--- config.mk ---
export PLATFORM = sky130hd
export DESIGN_NAME = switch_debounce_sync
export DESIGN_NICKNAME = d
export VERILOG_FILES = /design/src/rtl/debounce_pkg.sv /design/src/rtl/sync_2ff.sv /design/src/rtl/switch_debounce_sync.sv
export SDC_FILE = /design/constraint.sdc
export NUM_CORES = 1
export LEC_CHECK = 0
export BUFFER_PORTS_ARGS = -buffer_cell sky130_fd_sc_hd__buf_2
export CORE_AREA = 3 3 45 47
export CTS_CLUSTER_SIZE = 12
export DETAILED_ROUTE_END_ITERATION = 10
export DIE_AREA = 0 0 48 50
export SLEW_MARGIN = 20
export SYNTH_ARGS = -nofsm -noshare
export SYNTH_HDL_FRONTEND = slang
export SYNTH_SLANG_ARGS = --single-unit
--- constraint.sdc ---
create_clock -name clk -period 1.9 [get_ports clk]
set_clock_uncertainty 0.05 [all_clocks]
set_input_delay 0.095 -clock clk [delete_from_list [all_inputs] [get_ports clk]]
set_output_delay 0.095 -clock clk [all_outputs]
set_load 0.01 [all_outputs]
--- src/rtl/debounce_pkg.sv ---
// rtl/debounce_pkg.sv - shared types and constants for the switch debouncer
package debounce_pkg;

    // Debounce FSM state encoding
    typedef enum logic [1:0] {
        S_LOW  = 2'd0,
        S_LH   = 2'd1,
        S_HIGH = 2'd2,
        S_HL   = 2'd3
    } deb_state_t;

    // Width of the optional abort (glitch) counter
    localparam int GLITCH_W = 8;

endpackage

--- src/rtl/sync_2ff.sv ---
// rtl/sync_2ff.sv - two-flop synchronizer for a single asynchronous bit
module sync_2ff (
    input  logic clk,
    input  logic rst,
    input  logic d,
    output logic q
);

    logic s1;

    // Two-stage capture; only q is safe to use in the clk domain
    always_ff @(posedge clk or negedge rst) begin
        if (!rst) begin
            s1 <= 1'b0;
            q  <= 1'b0;
        end else begin
            s1 <= d;
            q  <= s1;
        end
    end

endmodule

--- src/rtl/switch_debounce_sync.sv ---
// rtl/switch_debounce_sync.sv - switch debouncer with edge strobes; optional DEBOUNCE_GLITCH_CNT_EN adds glitch_cnt
module switch_debounce_sync
    import debounce_pkg::*;
#(
    parameter int CNT_W         = 8,
    parameter int STABLE_CYCLES = 200
) (
    input  logic                clk,
    input  logic                rst,
    input  logic                din_raw,
    output logic                dout,
    output logic                rise,
    output logic                fall,
    output logic                busy
`ifdef DEBOUNCE_GLITCH_CNT_EN
    ,
    output logic [GLITCH_W-1:0] glitch_cnt
`endif
);

    // Terminal count: a candidate level must be seen STABLE_CYCLES times
    localparam logic [CNT_W-1:0] TERM = CNT_W'(STABLE_CYCLES - 1);

    generate
        if (STABLE_CYCLES < 1 || STABLE_CYCLES > (2 ** CNT_W)) begin : g_bad_cfg
            $error("STABLE_CYCLES out of range 1..2**CNT_W");
        end
    endgenerate

    logic             s2;
    deb_state_t       state, state_nxt;
    logic [CNT_W-1:0] cnt, cnt_nxt;
    logic             dout_nxt, rise_nxt, fall_nxt, busy_nxt;

    sync_2ff u_sync (
        .clk (clk),
        .rst (rst),
        .d   (din_raw),
        .q   (s2)
    );

    // Next-state logic; the terminal compare precedes the increment so cnt never wraps
    always_comb begin
        state_nxt = state;
        cnt_nxt   = cnt;
        dout_nxt  = dout;
        rise_nxt  = 1'b0;
        fall_nxt  = 1'b0;
        case (state)
            S_LOW: begin
                if (s2) begin
                    state_nxt = S_LH;
                    cnt_nxt   = '0;
                end
            end
            S_LH: begin
                if (!s2) begin
                    state_nxt = S_LOW;
                end else if (cnt == TERM) begin
                    state_nxt = S_HIGH;
                    dout_nxt  = 1'b1;
                    rise_nxt  = 1'b1;
                end else begin
                    cnt_nxt = cnt + 1'b1;
                end
            end
            S_HIGH: begin
                if (!s2) begin
                    state_nxt = S_HL;
                    cnt_nxt   = '0;
                end
            end
            S_HL: begin
                if (s2) begin
                    state_nxt = S_HIGH;
                end else if (cnt == TERM) begin
                    state_nxt = S_LOW;
                    dout_nxt  = 1'b0;
                    fall_nxt  = 1'b1;
                end else begin
                    cnt_nxt = cnt + 1'b1;
                end
            end
            default: begin
                state_nxt = S_LOW;
            end
        endcase
        busy_nxt = (state_nxt == S_LH) || (state_nxt == S_HL);
    end

    // State, counter and registered outputs
    always_ff @(posedge clk or negedge rst) begin
        if (!rst) begin
            state <= S_LOW;
            cnt   <= '0;
            dout  <= 1'b0;
            rise  <= 1'b0;
            fall  <= 1'b0;
            busy  <= 1'b0;
        end else begin
            state <= state_nxt;
            cnt   <= cnt_nxt;
            dout  <= dout_nxt;
            rise  <= rise_nxt;
            fall  <= fall_nxt;
            busy  <= busy_nxt;
        end
    end

`ifdef DEBOUNCE_GLITCH_CNT_EN
    logic abort;

    // A qualification cut short by a return to the settled level is a glitch
    always_comb begin
        abort = ((state == S_LH) && !s2) || ((state == S_HL) && s2);
    end

    // Saturating glitch counter
    always_ff @(posedge clk or negedge rst) begin
        if (!rst) begin
            glitch_cnt <= '0;
        end else if (abort && (glitch_cnt != {GLITCH_W{1'b1}})) begin
            glitch_cnt <= glitch_cnt + 1'b1;
        end
    end
`endif

endmodule

* Word-level counts from Yosys, hierarchy flattened
Cells that the tools add are included.
** Word-level totals
- Register bits :: 16
- Input bits :: 3
- Output and inout port bits :: 4
- Logic and storage cells :: 49
** Cells by class
- Add/sub/neg operators :: 1
- Equality and inequality tests :: 12
- Multiplexer cells :: 23
- Reductions and logical operators :: 5
** Operators by type and width (number)
- 8-bit two-way mux :: 5
- 8-bit case mux with 4 select lines :: 1
- 2-bit two-way mux :: 6
- 1-bit two-way mux :: 9
- 8-bit by 1-bit adder with 8-bit output (second input constant) :: 1
- 8-bit equality test (second input constant) :: 1
- 2-bit inequality test (second input constant) :: 4
- 2-bit case mux with 4 select lines :: 1
- 2-bit equality test (second input constant) :: 3
- 5-bit AND reduction :: 1
- 2-bit by 1-bit equality test with 1-bit output (second input constant) :: 2
- 2-bit by 1-bit inequality test with 1-bit output (second input constant) :: 2
- 4-bit AND reduction :: 1
- 2-bit logical NOT :: 1
- 1-bit case mux with 2 select lines :: 1
- 2-bit nonzero test :: 1
- 1-bit logical OR :: 1

* Depth between registers and ports, before layout
- Depth after elaboration :: 6
- Mapped depth :: 4

* By module
From an unflattened synthesis, not the netlist that was laid out.
** Unflattened totals
- Cells, all modules :: 79
- Area, all modules :: 823.3 um2
** Modules (own cells, without submodules)
- switch_debounce_sync :: instances 1, cells each 77, area each 773.2 um2
- sync_2ff :: instances 1, cells each 2, area each 50.0 um2

* Least setup slack after synthesis
OpenSTA, ideal clock, no wires.
- Kind :: reg2reg
- Start point :: reg cnt[0]
- End point :: reg cnt[3]
- Data arrival time :: 1.298 ns
- Path slack :: 0.442 ns
- Stages on the path, launching flop included :: 5
- Period minus slack after synthesis :: 1.458 ns
- Cell sequence :: dfrtp_1 ha_1 and3b_1 a21o_1 o41ai_1
** Between the ends
- Longest elaborated chain between the ends :: 4
- Elaborated cells between the ends (all ways) :: 6
** RTL lines
- start, declared :: line switch_debounce_sync.sv:32 : logic [CNT_W-1:0] cnt, cnt_nxt;
- start signal, assigned :: line switch_debounce_sync.sv:102 : cnt <= cnt_nxt;
- 8-bit by 1-bit adder with 8-bit output / 8-bit equality test (equally long branches)
- 8-bit two-way mux (*) :: line switch_debounce_sync.sv:59, switch_debounce_sync.sv:76
- 8-bit two-way mux (on tied branches) :: line switch_debounce_sync.sv:74, switch_debounce_sync.sv:57
- 8-bit case mux with 4 select lines (*) :: line switch_debounce_sync.sv:49 : case (state)
Every way passes the cells marked *; elsewhere a longest branch is shown, timed or not. The select of a mux whose other input is x is not followed.
A chain may end at the register's enable or synchronous reset.

* Worst setup path in the final report
Same ends and word-level chain as after synthesis.

==> metrics.md <==
| Metric | Value |
|---|---|
| Status | `completed` |
| Overflow after GRT | `0` |
| Syn avg cell area | `roughly 11 µm²` |
| Mapped Area | `about 800 µm²` |
| Top cells by area, synth | `dfrtp_1 (50%), nand3_1 (3.7%), nand2_1 (3.7%), o211ai_1 (3.7%), a21o_1 (2.8%)` |
| Detailed-router iteration count before antenna repair | `4` |
| Clock sink count | `16` |
| Final count of pins violating max slew | `0` |
| Setup_tns | `0 ns` |
| WL/cell | `16.42 µm` |
| Yosys reg bits | `16` |
| Synthesized Nets | `80` |
| Placement Setup Slack | `between 0.3 and 0.4 ns` |
| Peak Freq | `0.6258 GHz` |
| Area leader, netlist | `dfrtp_1` |
| # fillers | `151` |
| Compound-cell area share of the yosys netlist | `0.1493` |
| Arrival time worst endpoint | `roughly 1.7 ns` |
| Largest net degree at the start of global routing | `17` |
| H-tree depth | `1` |
| Commonest non-fill, non-tap cell in the layout | `dfrtp_1` |
| Final hold violation count | `0` |
| Leak pwr | `0.4149 nW` |
| Final WL | `between 1500 and 2000 µm` |
| Pwr Density | `around 740 mW/mm²` |
| Dpl hpwl | `between 1000 and 1500 µm` |
| Fin worst setup slack | `between 0.3 and 0.4 ns` |
| Hold slack | `0.1841 ns` |
| Most frequent cells in the layout | `dfrtp_1 (16), nand2_1 (8), nand3_1 (6), buf_2 (6), o211ai_1 (4)` |
| Die width | `~48 µm` |
| Mux contribution to synthesized area | `0` |
| Simple-Gate Fraction of Synth Area | `0.2768` |
| Initial DRC count | `14` |
| Routed vias/inst | `6.359` |
| DRC Markers | `0` |
| Area of placed instances | `843.3 µm²` |
| Clock Latency Late Sink | `between 0.2 and 0.3 ns` |
| Clk buf depth | `2` |
| Critical path launch point type | `flip-flop` |
| Synth warn | `0` |
| Seq/Total Area, Yosys | `0.4977` |
| Clock buffer count from CTS | `3` |
| Final standard cell area without fillers | `between 800 and 900 µm²` |
| Die boundary height | `50 µm` |
| Area fraction of the dominant cell type after synthesis | `0.4977` |
| Min-Delay Path Class | `in2async` |
| Least-Margin Pin Slew | `slightly above 0.4 ns` |
| Minimum clock period | `about 1.6 ns` |
| Combinational family with the most area after synthesis | `simple AND/OR/NAND/NOR gates` |
| Area added between synthesis and finish | `11.82%` |
| CTS tree | `yes` |
| Relative slew slack | `0.7311` |
| Critical path endpoint category | `flip-flop` |
| RSZ-0062 raised after global routing | `false` |
| Gr usage total | `0.1781` |
| Crit Path Max Fanout | `5` |
| Rows | `15` |
| Fin nets | `between 90 and 100` |
| Port bufs | `6` |
| Post-CTS Setup Inserts | `0` |
| Worst R2R Path Depth | `4` |
| Crit Path Class | `reg2reg` |
| # hold bufs at CTS | `2` |
| Busiest grt layer | `met2` |
| Synth Area in XOR/XNOR | `0.02177` |
| Via count | `~660` |
| Root Buffer | `clkbuf_4` |
| Setup violations, final | `0` |
| M3 GR Usage | `0.02190` |
| Routability cong. | `approximately 0.77` |
| Post-Synth Adder-Cell Area | `0.01555` |
| Max-cap violations | `0` |
| GR Util met1 | `0.2432` |
| Layout cell share with drive strength beyond 1 | `0.1512` |
| WP data required | `between 2 and 2.5 ns` |
| Post_cts resized | `0` |
| Clk slew on worst S/H paths | `0.10 ns` |
| Synth Instances | `76` |
| Final ANT Viol Nets | `0` |
| Die area | `around 0.0024 mm²` |
| Synth unique cells | `31` |
| Max IR drop VDD | `0.5475 mV` |
| N_diodes | `0` |
| Vias in the first global route | `about 650` |
| # IOs | `7` |
| Core area | `0.001689 mm²` |
| Initial antenna violation count | `0` |
| GR Layer Usage met2 | `0.2577` |
| Starting Density | `0.4763` |
| Global-route wire length before repair | `~3000 µm` |
| Crit share post-route | `0.8410` |
cell type report:
cell class                      instances  area [µm²]  share of cell area
Sequential cell                        16       400.4              0.4451
Timing Repair Buffer                    9       57.56             0.06398
Clock buffer                            4       36.28             0.04033
Tap cell                               17       21.27             0.02364
Multi-Input combinational cell         54       372.9              0.4145
Inverter                                3       11.26             0.01252
through the flow:
stage / total power, W / util / cells
2_1_floorplan: 0.0004162 / - / 76
3_3_place_gp: 0.0004344 / 0.4993 / 97
3_5_place_dp: 0.0004369 / 0.4993 / 97
4_1_cts: 0.0006709 / 0.5326 / 103
5_1_grt: 0.0007025 / 0.5326 / 103
6_report: 0.0006636 / 0.5326 / 103
synthesized netlist by cell type:
| cell | number |
|---|---|
| or4_1 | 3 |
| o211ai_1 | 4 |
| nor4_1 | 2 |
| nand2_1 | 8 |
| a211oi_1 | 2 |
| buf_2 | 1 |
| nand2b_1 | 2 |
| buf_6 | 1 |
| nand3_1 | 6 |
| and3_1 | 1 |
| o41ai_1 | 2 |
| o311ai_1 | 1 |
| nor4bb_1 | 1 |
| dfrtp_1 | 16 |
| a22oi_1 | 1 |
| and2_1 | 3 |
| nor3_1 | 1 |
| nor3b_2 | 1 |
| inv_1 | 3 |
| o21ai_1 | 1 |
| xnor2_1 | 1 |
| a21oi_1 | 1 |
| xor2_1 | 1 |
| a2bb2oi_1 | 1 |
| nand4bb_1 | 2 |
| and4bb_2 | 1 |
| ha_1 | 1 |
| clkbuf_1 | 1 |
| and3b_1 | 1 |
| a21o_1 | 3 |
| nand4_1 | 3 |
registers in the layout, summed over array words and instances (netlist names):
register	cells
fall	1
u_sync.q	1
rise	1
busy	1
dout	1
cnt	8
state	2
u_sync.s1	1
kinds of logic after synthesis:
| group | count (synthesis) |
|---|---|
| flops | 16 |
| buf+inv | 6 |
| xor+xnor | 2 |
| simple gates | 35 |
| compound gates | 16 |
| fa+ha+maj | 1 |
per-layer routing:
layer / routed length [µm] / share of wire
met2: 840 / 0.50
met3: 54 / 0.032
met4: 23 / 0.014
met1: 773 / 0.46
met5: 0 / 0
path summary, 6_finish.rpt:
path                           start        to  slack [ns]
min in group clk           u_sync.s1  u_sync.q        0.32
max                           cnt[0]    cnt[3]        0.30
min                              rst  state[0]        0.18
min reg2reg                u_sync.s1  u_sync.q        0.32
max reg2reg                   cnt[0]    cnt[3]        0.30
max in group asynchronous        rst    cnt[2]        1.35
where the power goes:
group,switching (W),internal [W],total [W]
registers,0.0000260,0.000355,0.000381
logic,0.0000291,0.0000232,0.0000523
clock network,0.000113,0.000117,0.000230
critical path: stages (launching register included):
cell,delay (ns)
dfrtp_1,0.44
ha_1,0.27
and3b_1,0.22
a21o_1,0.21
o41ai_1,0.31
Note: power is estimated with default switching activity, not from simulation.
